### src/rtl/apb_req_arbiter.sv
// Round-robin arbiter sharing one APB master request port between NUM_REQ requesters.
// The grant is held until the transfer completes: a write at master acceptance, a read on data return or timeout.
module apb_req_arbiter #(
   parameter int NUM_REQ    = 4,
   parameter int DATA_WIDTH = 32,
   parameter int ADDR_WIDTH = 32,
   parameter int TIMEOUT    = 16
) (
   input  logic                            i_clk_apb,
   input  logic                            i_rstn_apb,
   input  logic [NUM_REQ-1:0]              i_req_valid,
   input  logic [NUM_REQ-1:0]              i_req_rd0_wr1,
   input  logic [NUM_REQ*ADDR_WIDTH-1:0]   i_req_addr,
   input  logic [NUM_REQ*DATA_WIDTH-1:0]   i_req_wr_data,
   output logic [NUM_REQ-1:0]              o_req_ready,
   output logic [DATA_WIDTH-1:0]           o_req_rd_data,
   output logic [NUM_REQ-1:0]              o_req_rd_valid,
   output logic [NUM_REQ-1:0]              o_req_err,
   output logic                            o_m_valid,
   output logic                            o_m_rd0_wr1,
   output logic [ADDR_WIDTH-1:0]           o_m_addr,
   output logic [DATA_WIDTH-1:0]           o_m_wr_data,
   input  logic                            i_m_ready,
   input  logic [DATA_WIDTH-1:0]           i_m_rd_data,
   input  logic                            i_m_rd_valid,
   output logic [$clog2(NUM_REQ)-1:0]      o_grant_id,
   output logic                            o_busy
);

   localparam int IW = $clog2(NUM_REQ);
   localparam int CW = (TIMEOUT > 0) ? $clog2(TIMEOUT + 1) : 1;

   typedef enum logic [1:0] {IDLE, ISSUE, WAIT_RD} state_t;

   state_t        state;
   logic [IW-1:0] ptr;
   logic [CW-1:0] cnt;
   logic          found;
   logic [IW-1:0] winner;

   // First valid requester strictly after the last winner, wrapping around.
   always_comb begin
      logic [IW-1:0] idx;
      found  = 1'b0;
      winner = '0;
      idx    = '0;
      for (int i = 1; i <= NUM_REQ; i++) begin
         idx = IW'((int'(ptr) + i) % NUM_REQ);
         if (!found && i_req_valid[idx]) begin
            found  = 1'b1;
            winner = idx;
         end
      end
   end

   always_comb begin
      o_req_ready = '0;
      if (state == IDLE && i_rstn_apb && found)
         o_req_ready[winner] = 1'b1;
   end

   assign o_busy = (state != IDLE);

   always_ff @(posedge i_clk_apb) begin
      if (!i_rstn_apb) begin
         state          <= IDLE;
         ptr            <= IW'(NUM_REQ - 1);
         cnt            <= '0;
         o_grant_id     <= '0;
         o_m_valid      <= 1'b0;
         o_m_rd0_wr1    <= 1'b0;
         o_m_addr       <= '0;
         o_m_wr_data    <= '0;
         o_req_rd_valid <= '0;
         o_req_err      <= '0;
         o_req_rd_data  <= '0;
      end else begin
         o_req_rd_valid <= '0;
         o_req_err      <= '0;
         case (state)
            IDLE: begin
               if (found) begin
                  o_m_rd0_wr1 <= i_req_rd0_wr1[winner];
                  o_m_addr    <= i_req_addr[int'(winner)*ADDR_WIDTH +: ADDR_WIDTH];
                  o_m_wr_data <= i_req_wr_data[int'(winner)*DATA_WIDTH +: DATA_WIDTH];
                  ptr         <= winner;
                  o_grant_id  <= winner;
                  o_m_valid   <= 1'b1;
                  state       <= ISSUE;
               end
            end
            ISSUE: begin
               if (i_m_ready) begin
                  o_m_valid <= 1'b0;
                  cnt       <= '0;
                  state     <= o_m_rd0_wr1 ? IDLE : WAIT_RD;
               end
            end
            WAIT_RD: begin
               cnt <= cnt + CW'(1);
               // Returned data takes priority over a timeout landing in the same cycle.
               if (i_m_rd_valid) begin
                  o_req_rd_valid[o_grant_id] <= 1'b1;
                  o_req_rd_data              <= i_m_rd_data;
                  state                      <= IDLE;
               end else if (TIMEOUT != 0 && cnt == CW'(TIMEOUT - 1)) begin
                  o_req_rd_valid[o_grant_id] <= 1'b1;
                  o_req_err[o_grant_id]      <= 1'b1;
                  o_req_rd_data              <= '0;
                  state                      <= IDLE;
               end
            end
            default: state <= IDLE;
         endcase
      end
   end

endmodule

### config.mk
export PLATFORM = sky130hd
export DESIGN_NAME = apb_req_arbiter
export DESIGN_NICKNAME = d
export VERILOG_FILES = /design/src/rtl/apb_req_arbiter.sv
export SDC_FILE = /design/constraint.sdc
export NUM_CORES = 1
export LEC_CHECK = 0
export ABC_CLOCK_PERIOD_IN_PS = 2500
export CORE_AREA = 4 4 160 162
export DETAILED_ROUTE_END_ITERATION = 8
export DIE_AREA = 0 0 164 166
export HOLD_SLACK_MARGIN = 0.15
export PLACE_DENSITY = 0.68
export SYNTH_ARGS = -nofsm -noshare
export SYNTH_HDL_FRONTEND = slang
export SYNTH_SLANG_ARGS = --single-unit
### constraint.sdc
create_clock -name i_clk_apb -period 2.5 [get_ports i_clk_apb]
set_clock_uncertainty 0.15 [all_clocks]
set_input_delay 0.625 -clock i_clk_apb [delete_from_list [all_inputs] [get_ports i_clk_apb]]
set_output_delay 0.625 -clock i_clk_apb [all_outputs]
set_load 0.005 [all_outputs]
==> results.toml <==
[timing]
rsz0062_at_grt = "false"
fmax_mhz = 413.9
fin_crit_sh = 0.9664
layout_min_cycle_time_ns = 2.416
hold_slack_ns = 0.3062
fin_ws_ns = 0.08392
worst_pin_slew_ns = 0.9017
final-hold-violation-count = 0
relSlewSlack = 0.3989
tns_ns = 0
drv_slew = 0
setup_viol = 0

[setup_path]
worstPathRequired_ns = 1.73
path_common_cell = "buf_2"
cpPeakStageDelay_ns = 0.25
slowest_stage = "nor3_4"
timing.rr.end = "o_m_addr[5]"
reg2reg_depth = 7
critical_path.max_fanout = 5
cp-end-kind = "output port"
start_kind = "primary input"
r2r_slack_ns = 0.26
crit_type = "in2out"
worstPathArrival_ns = 1.64
rr_startpoint = "ptr[0]"
cp_cell_sequence = "buf_2 -> buf_4 -> o21a_2 -> nor3_4 -> nor2_1 -> buf_2"

[synthesis]
synth_compound_area_frac = 0.2924
syn_area_um2 = 6535
synth_most_common_cell = "dfxtp_1"
synth-async-reset-ratio = 0
synth_top_area_share = 0.3584
synth_cells = 742
yosysUniqueCellTypes = 43
synthFlopType = "dfxtp_1"
syn_nets = 1044
synth_mux_area_frac = 0.1026
synth_edf_count = 0
synth_area_per_cell_um2 = 8.807
synth_fa_ha_area_frac = 0.003829
synth_xor_area_frac = 0.001340
ys_seq_elements = 117
yosysWarningCount = 0
netlist_top_cells_count = "dfxtp_1 (117), nand2_1 (72), mux2i_1 (67)"
synth_top_family_by_area = "compound AO/OA/AOI/OAI gates"
synth_seq_area_share = 0.3584
yosysTopAreaCell = "dfxtp_1"
synth_area_leaders = "dfxtp_1 (36%), mux2i_1 (10%), a21o_1 (7.5%), o31ai_1 (7.4%), o211ai_1 (6.2%)"
synthSimpleGateAreaFrac = 0.1775

[run_status]
status = "finished clean"

[clock_tree]
cts_made_buffers = 17
h-tree-depth = 4
cts.sinks = 117
clock_latency_ns = 0.40
clk_pin_slew_ns = 0.06
cts_max_path_buffers = 2
cts_tree = "yes"
clock_tree.root_cell = "clkbuf_16"
hold_buffers = 0

[global_route]
track_usage = 0.2023
overflow = 0
grt_pass1_wl_um = 43680
grt_max_degree = 66
antenna_found_initial = 0
grt_pass1_vias = 7587

[routing]
wl_um = 28950
wire_per_inst_um = 19.77
first_iter_violations = 500
wl_met1_um = 11910
met3_length_um = 2426
vias = 7402
first_pass_iters = 5
antenna_left = 0
met2_length_um = 14010
top_layer_used = "met4"
vias_per_cell = 5.056
drc = 0

[power]
cellPowerDensity_nw_per_um2 = 571.2
ir_drop_mv = 0.3527
pwr-share-seq = 0.329
p_int_mw = 4.614
p_sw_frac = 0.3080
p_leak_nw = 4.441
comb_power_share = 0.322
p_clk_frac = 0.350
switchingPower_mw = 2.053
finalPower_mw = 6.667

[place]
dp_slack_ns = -0.7158
placed_cell_area_um2 = 11050
dpl.hpwl_um = 20210
gp_congestion = 0.8244
io_buffers = 412

[die]
rows = 57
io_pins = 413
die_h_um = 166
dieArea_um2 = 27220
start_util = 0.2711
coreArea_um2 = 24110
dieWidth_um = 164

[finish]
num-fill-cells = 2315
final_area_um2 = 11670
nets = 1429
n_antenna_cell = 0
area_growth_pct = 78.61
drive_above_1_share = 0.09912

[min_path]
min_to = "o_m_addr[22]"
hold_class = "reg2reg"
hold_depth = 2
hold_start = "o_m_addr[22]"

[run]
drv_cap = 0
worst max-delay path by stage:
stage | startpoint | slack, ns | cells past startpoint | endpoint
floorplan | i_req_valid[1] | 0.08 | 6 | o_req_ready[0]
global placement | i_req_valid[1] | -0.71 | 7 | o_req_ready[1]
detailed placement | i_req_valid[1] | -0.72 | 7 | o_req_ready[1]
CTS | i_req_valid[2] | 0.0009 | 8 | o_req_ready[2]
global route | state[1] | 0.004 | 6 | o_req_ready[3]
finish | i_req_valid[1] | 0.08 | 6 | o_req_ready[3]
worst max-delay path: cells and delay by family:
family                 cells  cell delay, ns
AND/OR/NAND/NOR            2            0.34
buffers and inverters      3            0.42
AO/OA/AOI/OAI              1            0.24
what timing repair did:
item	4_1_cts	5_1_grt
pin swaps	5	3
setup endpoints to repair	69	4
buffers inserted	6	1
resized for setup	44	5
cell type report:
cell class / count / area (µm²) / share of cell area
repair buffers: 451 / 4453 / 0.3815
multi-input cells: 536 / 3900 / 0.3341
flip-flops and latches: 117 / 2345 / 0.2009
clock buffers: 18 / 439.2 / 0.03762
well taps: 324 / 405.4 / 0.03473
clock inverters: 14 / 115.1 / 0.009862
inverters: 4 / 15.01 / 0.001286
sequential cells by signal, summed over array words and instances (netlist names), 4 cells and up:
signal / flops
cnt: 5
o_req_err: 4
o_req_rd_data: 32
o_m_wr_data: 32
o_m_addr: 32
o_req_rd_valid: 4
per-layer routing:
| layer | track usage | vias up |
|---|---|---|
| li1 | - | 3596 |
| met1 | 0.2461 | 3431 |
| met2 | 0.3468 | 342 |
| met3 | 0.05758 | 33 |
| met4 | 0.05762 | 0 |
| met5 | 0 | - |
through the flow:
stage | util | cells
CTS | 0.4847 | 1464
detailed placement | 0.4583 | 1426
floorplan | - | 742
global placement | 0.4583 | 1426
finish | 0.4842 | 1464
global route | 0.4842 | 1464
power groups by stage:
stage	sequential [mW]	combinational (mW)	clock (mW)
6_report	2.19	2.15	2.33
3_3_place_gp	2.22	2.11	0
5_1_grt	2.22	2.30	2.50
3_5_place_dp	2.23	2.12	0
2_1_floorplan	2.23	0.907	0
4_1_cts	2.19	2.16	2.40
cells by family after synthesis:
logic type | count (synthesis)
AOI/OAI and AO/OA | 254
and+or+nand+nor | 212
DFF | 117
buffers and inverters | 89
muxes | 67
adders and majority gates | 2
xor gates and xnor gates | 1
placed cells by master (no fill, tap or decap), drive strengths merged, types with 2 or more instances in the layout:
| master | n |
|---|---|
| a211oi | 2 |
| a21o | 65 |
| a21oi | 7 |
| a22oi | 32 |
| and2 | 3 |
| buf | 47 |
| clkbuf | 18 |
| clkdlybuf4s50 | 404 |
| clkinv | 5 |
| dfxtp | 117 |
| ha | 2 |
| inv | 12 |
| mux2i | 67 |
| nand2 | 72 |
| nand2b | 2 |
| nand3 | 3 |
| nand3b | 2 |
| nand4 | 64 |
| nand4b | 3 |
| nor2 | 13 |
| nor2b | 37 |
| nor3 | 4 |
| nor3b | 4 |
| o211ai | 65 |
| o21a | 2 |
| o21ai | 13 |
| o22ai | 2 |
| o31ai | 64 |
(Power assumes the default switching activity.)
